<file path="src/rtl/bitcheck_pkg.sv">
// Shared definitions for the sequential bit checker.
// Contents: mode encodings carried on `fun`, FSM state encoding, and a
// constant-evaluable clog2 used to size counters from parameters.
package bitcheck_pkg;

  localparam logic [1:0] MODE_EVEN   = 2'b00;
  localparam logic [1:0] MODE_ODD    = 2'b01;
  localparam logic [1:0] MODE_POPCNT = 2'b10;
  localparam logic [1:0] MODE_MAXRUN = 2'b11;

  typedef enum logic [1:0] {
    S_IDLE = 2'd0,
    S_SCAN = 2'd1,
    S_DONE = 2'd2
  } state_t;

  // Smallest r with 2**r >= v; usable in parameter expressions.
  function automatic int clog2(input int v);
    int r;
    r = 0;
    for (int i = 0; i < 31; i++) begin
      if ((1 << i) < v) r = i + 1;
    end
    return r;
  endfunction

endpackage

</file>
<file path="src/rtl/bitcheck_step.sv">
// One scan slice of the bit checker (purely combinational).
// Ports:
//   bits    : STEP bits to process, bit 0 first
//   cur_in  : length of the run of ones ending just before bits[0]
//   max_in  : longest run seen so far
//   ones    : number of ones in this slice
//   cur_out : run length after the last bit of the slice
//   max_out : longest run after the slice
module bitcheck_step #(
  parameter int STEP = 4,
  parameter int CW   = 6
) (
  input  logic [STEP-1:0] bits,
  input  logic [CW-1:0]   cur_in,
  input  logic [CW-1:0]   max_in,
  output logic [CW-1:0]   ones,
  output logic [CW-1:0]   cur_out,
  output logic [CW-1:0]   max_out
);

  always_comb begin
    ones    = '0;
    cur_out = cur_in;
    max_out = max_in;
    for (int i = 0; i < STEP; i++) begin
      if (bits[i]) begin
        ones    = ones + CW'(1);
        cur_out = cur_out + CW'(1);
      end else begin
        cur_out = '0;
      end
      // Updated after every bit so a run ending mid-slice is still seen.
      if (cur_out > max_out) max_out = cur_out;
    end
  end

endmodule

</file>
<file path="src/rtl/bitcheck_seq.sv">
// Sequential bit checker: accepts one DATA_W-bit word, scans it STEP bits
// per cycle, and returns parity, popcount or longest run of ones.
// Ports:
//   clk, reset          : clock, synchronous active-high reset
//   in_valid, in_ready  : input handshake carrying date/fun
//   date, fun           : word to check and statistic selector
//   out_valid, out_ready: output handshake carrying result
//   result              : zero-extended statistic
//   busy                : high while a word is in flight (SCAN or DONE)
// Handshake: a transfer happens on a rising edge where valid and ready are
// both high; the producer holds its payload stable until then, and result is
// held stable while out_valid is high and out_ready is low.
module bitcheck_seq
  import bitcheck_pkg::*;
#(
  parameter int DATA_W = 32,
  parameter int STEP   = 4
) (
  input  logic              clk,
  input  logic              reset,
  input  logic              in_valid,
  output logic              in_ready,
  input  logic [DATA_W-1:0] date,
  input  logic [1:0]        fun,
  output logic              out_valid,
  input  logic              out_ready,
  output logic [DATA_W-1:0] result,
  output logic              busy
);

  localparam int N   = DATA_W / STEP;
  localparam int CW  = clog2(DATA_W + 1);
  localparam int CYW = (N > 1) ? clog2(N) : 1;

  state_t state, state_nxt;

  logic [DATA_W-1:0] shreg;
  logic [1:0]        mode;
  logic [CW-1:0]     count, cur_run, max_run;
  logic [CYW-1:0]    cyc;

  logic [CW-1:0]     slice_ones, cur_nxt, max_nxt, count_nxt;
  logic [DATA_W-1:0] result_nxt;
  logic              last_scan;

  bitcheck_step #(
    .STEP (STEP),
    .CW   (CW)
  ) u_step (
    .bits    (shreg[STEP-1:0]),
    .cur_in  (cur_run),
    .max_in  (max_run),
    .ones    (slice_ones),
    .cur_out (cur_nxt),
    .max_out (max_nxt)
  );

  assign count_nxt = count + slice_ones;
  // cyc counts completed scan cycles, so the N-th cycle sees cyc == N-1.
  assign last_scan = (cyc == CYW'(N - 1));

  // Result is formed from this cycle's step outputs so the final slice is
  // included without an extra cycle.
  always_comb begin
    result_nxt = '0;
    case (mode)
      MODE_EVEN:   result_nxt[0] = ~count_nxt[0];
      MODE_ODD:    result_nxt[0] = count_nxt[0];
      MODE_POPCNT: result_nxt    = DATA_W'(count_nxt);
      default:     result_nxt    = DATA_W'(max_nxt);
    endcase
  end

  always_ff @(posedge clk) begin
    if (reset) state <= S_IDLE;
    else       state <= state_nxt;
  end

  always_comb begin
    state_nxt = state;
    in_ready  = 1'b0;
    out_valid = 1'b0;
    busy      = 1'b0;
    case (state)
      S_IDLE: begin
        in_ready = 1'b1;
        if (in_valid) state_nxt = S_SCAN;
      end
      S_SCAN: begin
        busy = 1'b1;
        if (last_scan) state_nxt = S_DONE;
      end
      S_DONE: begin
        busy      = 1'b1;
        out_valid = 1'b1;
        if (out_ready) state_nxt = S_IDLE;
      end
      default: state_nxt = S_IDLE;
    endcase
  end

  always_ff @(posedge clk) begin
    if (reset) begin
      shreg   <= '0;
      mode    <= '0;
      count   <= '0;
      cur_run <= '0;
      max_run <= '0;
      cyc     <= '0;
      result  <= '0;
    end else begin
      case (state)
        S_IDLE: begin
          if (in_valid) begin
            shreg   <= date;
            mode    <= fun;
            count   <= '0;
            cur_run <= '0;
            max_run <= '0;
            cyc     <= '0;
          end
        end
        S_SCAN: begin
          shreg   <= shreg >> STEP;
          count   <= count_nxt;
          cur_run <= cur_nxt;
          max_run <= max_nxt;
          cyc     <= cyc + CYW'(1);
          if (last_scan) result <= result_nxt;
        end
        default: ;
      endcase
    end
  end

endmodule

</file>
<file path="config.mk">
export PLATFORM = sky130hd
export DESIGN_NAME = bitcheck_seq
export DESIGN_NICKNAME = d
export VERILOG_FILES = /design/src/rtl/bitcheck_pkg.sv /design/src/rtl/bitcheck_step.sv /design/src/rtl/bitcheck_seq.sv
export SDC_FILE = /design/constraint.sdc
export NUM_CORES = 1
export LEC_CHECK = 0
export BUFFER_PORTS_ARGS = -buffer_cell sky130_fd_sc_hd__buf_2
export CORE_ASPECT_RATIO = 1.4
export CORE_MARGIN = 5
export CORE_UTILIZATION = 60
export CTS_BUF_LIST = sky130_fd_sc_hd__clkbuf_8 sky130_fd_sc_hd__clkbuf_16
export DETAILED_ROUTE_END_ITERATION = 7
export PLACE_DENSITY = 0.83
export SKIP_CTS_REPAIR_TIMING = 1
export SLEW_MARGIN = 10
export SYNTH_ARGS = -nofsm -noshare
export SYNTH_HDL_FRONTEND = slang
export SYNTH_SLANG_ARGS = --single-unit
export TNS_END_PERCENT = 100
</file>
<file path="constraint.sdc">
create_clock -name clk -period 20.7 [get_ports clk]
set_input_delay 4.14 -clock clk [delete_from_list [all_inputs] [get_ports clk]]
set_output_delay 4.14 -clock clk [all_outputs]
set_load 0.02 [all_outputs]
</file>
==> flow_metrics.tcl <==
set metrics [dict create \
    worstPathMaxFanout 9 \
    hpwl_mm 9.953 \
    layout-area-overhead-vs-synth_pct 9.962 \
    synth_edf_count 0 \
    maxCapViolations 0 \
    yosysTopAreaCell "dfxtp_1" \
    ios 73 \
    die_h_um 117.3 \
    portBuffers 46 \
    synthArstFlopShare_pct 0 \
    synth_area_leaders "dfxtp_1, ha_1, mux2i_1" \
    clk_latency_ns 0.33 \
    min_period_ns 8.138 \
    gp_congestion 0.9327 \
    grt_use_total_pct 25.69 \
    crit_required_ns 20.87 \
    cts_root_buffer "clkbuf_16" \
    arrival_ns 8.31 \
    grt_first_pass_wirelength_mm 21.28 \
    cpPeakStageDelay_ns 0.49 \
    drv_slew 0 \
    drt_iter0_markers 312 \
    critical_path_class "reg2reg" \
    placed_area_mm2 0.005104 \
    detail-route-antenna-nets 0 \
    cts.sinks 63 \
    crit_path_top_delay_cell "o41a_1" \
    grt_max_degree 66 \
    dr.pass1.iters 7 \
    clk_path_buf_depth 2 \
    vias 4510 \
    crit_start "cur_run[0]" \
    grt_pass1_vias 4533 \
    numCtsBuffers 9 \
    reg2reg_depth 33 \
    fin_nets 708 \
    via_per_inst 6.086 \
    grt-ovfl-total 0 \
    yosysMostFrequentCell "nor2_1" \
    syn_area_mm2 0.004936 \
    ys_ff_latch 63 \
    final.period_utilization_pct 39.31 \
    final_area_mm2 0.005428 \
    seqCellArea_mm2 0.001261 \
    end_kind "flop" \
    multi_input_area_mm2 0.003319 \
    syn_avg_cell_area_um2 8.172 \
    rsz0062_at_grt "no" \
    start_kind "flop" \
    r2r-end "max_run[1]" \
    drive_above_1_share_pct 13.93 \
    postSynthCellCount 604 \
    finClkSkew_ns 0.007320 \
    ys_seq_area_share_pct 25.55 \
    status "completed" \
    antenna_found_initial 0 \
    clkTransAtPathRegs_ns 0.05 \
    fillers 688 \
    drc 0 \
    r2r_slack_ns 12.56 \
    pre_cts_ws_ns 12.72 \
    ys_warn_count 0 \
    synth.distinct_cells 70 \
    fin_setup_tns_ns 0 \
    final-hold-violation-count 0 \
    synth_commonest_cells "nor2_1, dfxtp_1, inv_1" \
    setup_slack_ns 12.56 \
    start_util_pct 60.94 \
    endpoint "max_run[1]" \
    wl_per_cell_um 17.53 \
    drt_wl_total_mm 12.99 \
    slew_headroom_pct 30.06 \
    worstReg2RegStart "cur_run[0]" \
    placementRows 39 \
    synthFlopType "dfxtp_1" \
    synth_top_area_share_pct 25.55 \
    setup_violations 0 \
    htree_levels 3 \
    clock.fmax_mhz 122.9 \
    n_antenna_cell 0 \
    worst_pin_slew_ns 1.049 \
    holdCritPathClass "reg2reg" \
    coreArea_mm2 0.008100 \
    dieArea_mm2 0.01017 \
    crit_top_cell "ha_1" \
    tritoncts "yes" \
    die_width_um 86.66 \
]
-- worst min path at each step --
| stage | from | end | slack (ns) | cells after the start |
|---|---|---|---|---|
| after floorplan | mode[0] | mode[0] | 0.45 | 2 |
| after global placement | mode[0] | mode[0] | 0.48 | 2 |
| after detailed placement | mode[0] | mode[0] | 0.48 | 2 |
| after CTS | mode[0] | mode[0] | 0.48 | 2 |
| after global routing | mode[0] | mode[0] | 0.51 | 2 |
| final | mode[0] | mode[0] | 0.48 | 2 |
-- layout by cell type (no fill, tap or decap), types with 15 or more instances in the layout --
cell type	n
inv_1	39
nor2_1	85
nand2_1	32
buf_2	46
mux2i_1	37
ha_1	34
a211oi_1	35
a22oi_1	15
dfxtp_1	63
conb_1	27
a21oi_1	30
-- stage by stage --
step | utilization [%] | hold WS [ns] | cells
floorplan | - | 0.4536 | 630
global placement | 63.01 | 0.4780 | 725
detailed placement | 63.01 | 0.4781 | 725
CTS | 67.01 | 0.4840 | 741
global route | 67.01 | 0.5146 | 741
finish | 67.01 | 0.4810 | 741
-- flip-flops by register name, indices dropped and copies added, names as in the netlist --
register and count:
count 6, cur_run 6, cyc 3, max_run 6, mode 2, result 6
shreg 32, state 2
-- critical path: cells and delay by family, from the launching register on --
kind	cells	cell delay, ns
AOI/OAI and AO/OA	15	3.18
muxes	5	1.71
adders and majority gates	5	1.37
and+or+nand+nor	5	1.18
DFF	1	0.33
buffers and inverters	3	0.20
-- kinds of logic after synthesis --
| kind of cell | Yosys count | synth area share [%] |
|---|---|---|
| simple gates | 181 | 17.49 |
| compound gates | 163 | 24.69 |
| buf+inv | 94 | 9.252 |
| flops | 63 | 25.55 |
| mux | 43 | 9.531 |
| fa+ha+maj | 37 | 9.506 |
| xor+xnor | 22 | 3.904 |
| other cells | 1 | 0.07597 |
-- metal layers --
layer,GRT usage [%],part of all wire (%),vias up
met1,28.11,38,2100
met3,4.979,4.9,48
met5,0,0,-
met2,45.93,53,176
li1,-,-,2186
met4,12.57,4.2,0
-- layout make-up --
cell class	instances	share of cell area [%]
Sequential cell	63	23.24
Clock inverter	6	1.568
Multi-Input combinational cell	473	61.16
Inverter	38	2.628
Timing Repair Buffer	49	4.657
Tap cell	102	2.351
Clock buffer	10	4.403
Power is left out: the tool's default activity adds up to more than one toggle a clock period on the data nets, which glitch-free logic cannot reach.
